[src/rtl/multicycle_control.sv]
// Main control FSM for a multicycle MIPS-style datapath: sequences fetch,
// decode, memory, execute and write-back steps and decodes datapath strobes.
module multicycle_control (
  input  logic       clock,
  input  logic       reset,
  input  logic [5:0] Op,
  input  logic       MemReady,
  output logic       PCWrite,
  output logic       PCWriteCond,
  output logic       IorD,
  output logic       MemRead,
  output logic       MemWrite,
  output logic       IRWrite,
  output logic       MemtoReg,
  output logic       ALUSrcA,
  output logic       RegWrite,
  output logic       RegDst,
  output logic [1:0] PCSource,
  output logic [1:0] ALUSrcB,
  output logic [1:0] ALUOp,
  output logic       IllegalOp,
  output logic [3:0] State
);

  typedef enum logic [3:0] {
    S_FETCH    = 4'd0,
    S_DECODE   = 4'd1,
    S_MEMADR   = 4'd2,
    S_MEMREAD  = 4'd3,
    S_MEMWB    = 4'd4,
    S_MEMWRITE = 4'd5,
    S_EXECUTE  = 4'd6,
    S_RWB      = 4'd7,
    S_BRANCH   = 4'd8,
    S_JUMP     = 4'd9,
    S_ADDIEX   = 4'd10,
    S_ADDIWB   = 4'd11,
    S_IDLE     = 4'd15
  } state_t;

  localparam logic [5:0] OP_RTYPE = 6'h00;
  localparam logic [5:0] OP_LW    = 6'h23;
  localparam logic [5:0] OP_SW    = 6'h2B;
  localparam logic [5:0] OP_BEQ   = 6'h04;
  localparam logic [5:0] OP_J     = 6'h02;
  localparam logic [5:0] OP_ADDI  = 6'h08;

  localparam logic [1:0] ALU_ADD   = 2'b00;
  localparam logic [1:0] ALU_SUB   = 2'b01;
  localparam logic [1:0] ALU_RTYPE = 2'b10;

  state_t state, next_state;

  // Reset lands in IDLE from any state, including a stalled memory access.
  always_ff @(posedge clock) begin
    if (reset) state <= S_IDLE;
    else       state <= next_state;
  end

  assign State = state;

  always_comb begin
    next_state  = S_FETCH;
    PCWrite     = 1'b0;
    PCWriteCond = 1'b0;
    IorD        = 1'b0;
    MemRead     = 1'b0;
    MemWrite    = 1'b0;
    IRWrite     = 1'b0;
    MemtoReg    = 1'b0;
    ALUSrcA     = 1'b0;
    RegWrite    = 1'b0;
    RegDst      = 1'b0;
    PCSource    = 2'b00;
    ALUSrcB     = 2'b00;
    ALUOp       = ALU_ADD;
    IllegalOp   = 1'b0;

    unique case (state)
      S_IDLE: next_state = S_FETCH;

      // Instruction fetch; the IR and PC update only once memory answers.
      S_FETCH: begin
        MemRead    = 1'b1;
        ALUSrcB    = 2'b01;
        IRWrite    = MemReady;
        PCWrite    = MemReady;
        next_state = MemReady ? S_DECODE : S_FETCH;
      end

      // Branch target computed speculatively while the opcode is decoded.
      S_DECODE: begin
        ALUSrcB = 2'b11;
        case (Op)
          OP_RTYPE:      next_state = S_EXECUTE;
          OP_LW, OP_SW:  next_state = S_MEMADR;
          OP_BEQ:        next_state = S_BRANCH;
          OP_J:          next_state = S_JUMP;
          OP_ADDI:       next_state = S_ADDIEX;
          default: begin
            IllegalOp  = 1'b1;
            next_state = S_FETCH;
          end
        endcase
      end

      S_MEMADR: begin
        ALUSrcA    = 1'b1;
        ALUSrcB    = 2'b10;
        next_state = (Op == OP_LW) ? S_MEMREAD : S_MEMWRITE;
      end

      S_MEMREAD: begin
        MemRead    = 1'b1;
        IorD       = 1'b1;
        next_state = MemReady ? S_MEMWB : S_MEMREAD;
      end

      S_MEMWB: begin
        RegWrite   = 1'b1;
        MemtoReg   = 1'b1;
        next_state = S_FETCH;
      end

      S_MEMWRITE: begin
        IorD       = 1'b1;
        MemWrite   = 1'b1;
        next_state = MemReady ? S_FETCH : S_MEMWRITE;
      end

      S_EXECUTE: begin
        ALUSrcA    = 1'b1;
        ALUOp      = ALU_RTYPE;
        next_state = S_RWB;
      end

      S_RWB: begin
        RegDst     = 1'b1;
        RegWrite   = 1'b1;
        next_state = S_FETCH;
      end

      // PC is written only if the ALU subtract reports equality.
      S_BRANCH: begin
        ALUSrcA     = 1'b1;
        ALUOp       = ALU_SUB;
        PCWriteCond = 1'b1;
        PCSource    = 2'b01;
        next_state  = S_FETCH;
      end

      S_JUMP: begin
        PCWrite    = 1'b1;
        PCSource   = 2'b10;
        next_state = S_FETCH;
      end

      S_ADDIEX: begin
        ALUSrcA    = 1'b1;
        ALUSrcB    = 2'b10;
        next_state = S_ADDIWB;
      end

      S_ADDIWB: begin
        RegWrite   = 1'b1;
        next_state = S_FETCH;
      end

      default: next_state = S_FETCH;
    endcase
  end

endmodule

[config.mk]
export PLATFORM = sky130hd
export DESIGN_NAME = multicycle_control
export DESIGN_NICKNAME = d
export VERILOG_FILES = /design/src/rtl/multicycle_control.sv
export SDC_FILE = /design/constraint.sdc
export NUM_CORES = 1
export LEC_CHECK = 0
export ABC_AREA = 1
export ABC_CLOCK_PERIOD_IN_PS = 950
export BUFFER_PORTS_ARGS = -buffer_cell sky130_fd_sc_hd__buf_2
export CORE_AREA = 2 2 39 41
export CTS_BUF_LIST = sky130_fd_sc_hd__clkbuf_4
export DETAILED_ROUTE_END_ITERATION = 16
export DIE_AREA = 0 0 41 43
export GPL_ROUTABILITY_DRIVEN = 0
export HOLD_SLACK_MARGIN = 0.05
export PLACE_DENSITY = 0.79
export SYNTH_ARGS = -nofsm -noshare
export SYNTH_HDL_FRONTEND = slang
export SYNTH_SLANG_ARGS = --single-unit
[constraint.sdc]
create_clock -name clock -period 0.95 [get_ports clock]
set_input_delay 0.0475 -clock clock [delete_from_list [all_inputs] [get_ports clock]]
set_output_delay 0.0475 -clock clock [all_outputs]
set_load 0.1 [all_outputs]
==> run_results.csv, run 1 <==
group,metric,value,unit
logic_synthesis,syn_inst,98,
logic_synthesis,synthArstFlopShare,0,
clock_tree,cts_setup_buffers,10,
logic_synthesis,synth_ff_type,"dfxtp_1",
die,start_util,0.3580,
logic_synthesis,synth_most_common_cell,"nand2_1",
logic_synthesis,synth_cell_types,15,
outcome,error,"[ERROR DPL-0038] Utilization greater than 100%, impossible to legalize",
clock_tree,cts_buffers,3,
clock_tree,clock_path_buffers,2,
clock_tree,h-tree-depth,1,
outcome,outcome,"aborted with a tool error",
logic_synthesis,yosysWarnings,0,
logic_synthesis,synth-edff-count,0,
logic_synthesis,syn_nets,107,
clock_tree,clkSinkCount,4,
place,io_buffers,29,
clock_tree,cts-resized-gates,29,
logic_synthesis,synth.avg_cell_area,5.056,sq um
logic_synthesis,netlist_area,495.5,sq um
outcome,failed_stage,"clock tree synthesis",
logic_synthesis,synth_top_area_cell,"nand2_1",
logic_synthesis,ys_seq_elements,4,
logic_synthesis,yosysSeqAreaShare,0.1616,
die,io_pins,30,
clock_tree,postCtsHoldBufs,0,
die,rows,14,
place,hpwlAfterDp,1.953,mm
clock_tree,root_buffer,"clkbuf_4",
die,die_h,43,um
die,die_w,41,um
logic_synthesis,yosysTopAreaCellShare,0.1742,
logic_synthesis,synth_area_leaders,"nand2_1, nor2_1, dfxtp_1",
logic_synthesis,netlist_top_cells_count,"nand2_1, nor2_1, inv_1, nand3_1, nand2_2",
-- through the flow --
step | setup slack, ns | setup TNS (ns) | instances | area [sq um] | utilization
floorplan | -1.130 | -11.41 | 98 | 663.1 | -
global placement | -0.2154 | -2.212 | 159 | 1264 | 0.9132
detailed placement | -0.3274 | -3.329 | 159 | 1264 | 0.9132
-- logic make-up after synthesis --
group / synth area share
buffers and inverters: 0.1742
AO/OA/AOI/OAI: 0.04293
AND/OR/NAND/NOR: 0.6212
flip-flops: 0.1616
==> run 2, diff against run 1 <==
==> config.mk (replaced) <==
export PLATFORM = sky130hd
export DESIGN_NAME = multicycle_control
export DESIGN_NICKNAME = d
export VERILOG_FILES = /design/src/rtl/multicycle_control.sv
export SDC_FILE = /design/constraint.sdc
export NUM_CORES = 1
export LEC_CHECK = 0
export ABC_AREA = 1
export ABC_CLOCK_PERIOD_IN_PS = 1200
export BUFFER_PORTS_ARGS = -buffer_cell sky130_fd_sc_hd__buf_2
export CORE_AREA = 2 2 63 65
export DETAILED_ROUTE_END_ITERATION = 16
export DIE_AREA = 0 0 65 67
export GPL_ROUTABILITY_DRIVEN = 0
export PLACE_DENSITY_LB_ADDON = 0.15
export SYNTH_ARGS = -nofsm -noshare
export SYNTH_HDL_FRONTEND = slang
export SYNTH_SLANG_ARGS = --single-unit
==> constraint.sdc (replaced) <==
create_clock -name clock -period 1.2 [get_ports clock]
set_input_delay 0.06 -clock clock [delete_from_list [all_inputs] [get_ports clock]]
set_output_delay 0.06 -clock clock [all_outputs]
set_load 0.1 [all_outputs]
==> run 2 against run 1 <==
Compared with the run above:
- the flow now finishes, with violations (setup timing)
- synthesized area unchanged
- synthesized cell count did not move
==> run_results.csv, run 2 <==
group,metric,value,unit
logic_synthesis,syn_nets,107,
logic_synthesis,synth.avg_cell_area,5.056,sq um
timing,rsz0062_at_grt,"yes",
clock_tree,cts_buffers,3,
grt,grt_overflow,0,
logic_synthesis,synth-edff-count,0,
finish,synthToLayoutAreaGrowth,208.6,%
route,route.detailed.drc,0,
logic_synthesis,synthArstFlopShare,0,
hold_path,hold_depth,3,
worst_setup_path,path_cells,"nor2_4, buf_12, buf_6, nand2_8, o21ai_4, buf_12",
timing,timing.final.crit_period,1.347,ns
hold_path,hold_start,"reset",
outcome,violations,"setup timing",
logic_synthesis,netlist_top_cells_count,"nand2_1, nor2_1, inv_1, nand3_1, nand2_2",
worst_setup_path,crit_start,"State[2]$_SDFF_PP1_",
finish,layout_commonest_cell,"buf_12",
timing,setup_viol,15,
route,ant_nets,0,
route,vias_per_cell,3.867,
power,peakVddDrop,0.2706,mV
worst_setup_path,critPathLaunchType,"flop",
logic_synthesis,synth_cell_types,15,
logic_synthesis,yosysWarnings,0,
logic_synthesis,synth_ff_type,"dfxtp_1",
clock_tree,cts_tree,"built",
timing,hold_viol,0,
logic_synthesis,synth_most_common_cell,"nand2_1",
die,start_util,0.1374,
logic_synthesis,synth_area_leaders,"nand2_1, nor2_1, dfxtp_1",
finish,nets,159,
timing,slew-limit-headroom,0.8443,
finish,final_area,0.001529,sq mm
worst_setup_path,path_class,"flop to output pin",
die,io_pins,30,
place,dp_cells,182,
timing,tightest_slew,0.2333,ns
clock_tree,clkSinkCount,4,
worst_setup_path,endpoint_kind,"output pin",
outcome,outcome,"finished with violations",
power,power_leakage,0.6826,nW
logic_synthesis,synth_top_area_cell,"nand2_1",
clock_tree,clkTransAtPathRegs,0.03,ns
finish,final_cell_mix,"buf_12, nor2_1, nand2_1",
route,drtIter0Drc,25,
logic_synthesis,yosysTopAreaCellShare,0.1742,
logic_synthesis,netlist_area,495.5,sq um
finish,drive_gt1_frac,0.6622,
finish,stdcell_count,196,
finish,finish.utilization,0.4240,
timing,setup_slack,-0.1473,ns
worst_setup_path,path_depth,6,
die,die_area,0.004355,sq mm
grt,grt_max_degree,8,
worst_setup_path,worst_path_max_delay_cell,"dfxtp_4",
grt,grt_pass1_vias,774,
die,rows,22,
grt,grt_first_pass_wirelength,3.374,mm
place,place_ws,-0.02209,ns
die,die_h,67,um
clock_tree,postCtsHoldBufs,0,
timing,timing.final.crit_share,1.123,
place,hpwlAfterDp,1.568,mm
worst_setup_path,cpMostUsedCell,"buf_12",
route,num_vias,758,
worst_setup_path,critPathMaxStageDelay,0.38,ns
route,wl_per_cell,9.480,um
timing,fmax,0.7422,GHz
clock_tree,insertion_delay,0.21,ns
worst_setup_path,crit_fanout,7,
die,die_w,65,um
clock_tree,h-tree-depth,1,
route,routed_wl,1.858,mm
timing,maxSlewViolCount,0,
worst_setup_path,timing.rr.start,"State[2]$_SDFF_PP1_",
place,place_area,0.001236,sq mm
clock_tree,clock_path_buffers,2,
worst_setup_path,crit_family,"buffers and inverters",
logic_synthesis,ys_seq_elements,4,
finish,antenna_cells,0,
finish,largest_reg_flops,4,
grt,gr-usage-all-layers,0.1007,
worst_setup_path,critPathArrivalTime,1.29,ns
clock_tree,root_buffer,"clkbuf_8",
die,fp.coreArea,0.003606,sq mm
worst_setup_path,required,1.14,ns
flow_run,max_cap_violations,0,
logic_synthesis,yosysSeqAreaShare,0.1616,
worst_setup_path,path_buf_inv,3,
timing,whs,0.08289,ns
grt,antenna_found_initial,0,
hold_path,hold_class,"input pin to flop",
route,dr.pass1.iters,5,
power,power.density,1006,mW/mm^2
logic_synthesis,syn_inst,98,
worst_setup_path,r2r_cells,8,
timing,fin_worst_skew,0.00009311,ns
place,io_buffers,29,
## run 2: logic make-up (layout without fill, tap and decap cells)
family	Yosys count	count (layout)	synth area share
buffers and inverters	21	71	0.1742
DFF	4	4	0.1616
and+or+nand+nor	69	69	0.6212
AOI/OAI and AO/OA	4	4	0.04293
## run 2: area by class of cell
type	count	area (sq um)
clock buffers	3	41.29
fillers	350	2077
inverters	19	92.59
multi-input cells	73	583.1
flip-flops and latches	4	95.09
well taps	48	60.06
repair buffers	49	656.9
## run 2: per-stage QoR
step / power (mW) / TNS [ns]
detailed placement: 1.106 / -0.02209
floorplan: 0.7788 / -6.458
global route: 1.616 / -1.969
global placement: 1.103 / 0
CTS: 1.507 / -1.457
finish: 1.538 / -1.232
## run 2: final timing paths
check	endpoint	slack, ns
setup / recovery	IorD	-0.15
setup reg to reg	State[2]$_SDFF_PP1_	0.07
hold reg to reg	State[3]$_SDFF_PP1_	0.69
hold / removal	State[2]$_SDFF_PP1_	0.08
## run 2: metal layers
| layer | GRT usage | vias up | routed length, um |
|---|---|---|---|
| met5 | 0 | - | 0 |
| met4 | 0.04787 | 0 | 29 |
| met3 | 0.01182 | 4 | 102 |
| met2 | 0.1830 | 27 | 1006 |
| met1 | 0.1166 | 326 | 720 |
| li1 | - | 401 | - |
## run 2: tightest hold or removal path: stages
cell and delay, ns:
buf_2 0.08, inv_1 0.06, nand2_1 0.07
## run 2: repair_timing
| action | 4_1_cts | 5_1_grt |
|---|---|---|
| endpoints found under the setup margin | 15 | 18 |
| endpoints found under the hold margin | 0 | 0 |
| pin swaps | 9 | 5 |
| gates resized for setup | 26 | 12 |
| setup buffers | 8 | 4 |
## run 2: where the power goes
group | total [mW] | switching (mW) | internal [mW]
clock network | 0.279 | 0.0652 | 0.213
registers | 0.193 | 0.0422 | 0.151
logic | 1.07 | 0.667 | 0.399
total | 1.54 | 0.775 | 0.763
No activity file was read; power rests on OpenSTA's default activity.
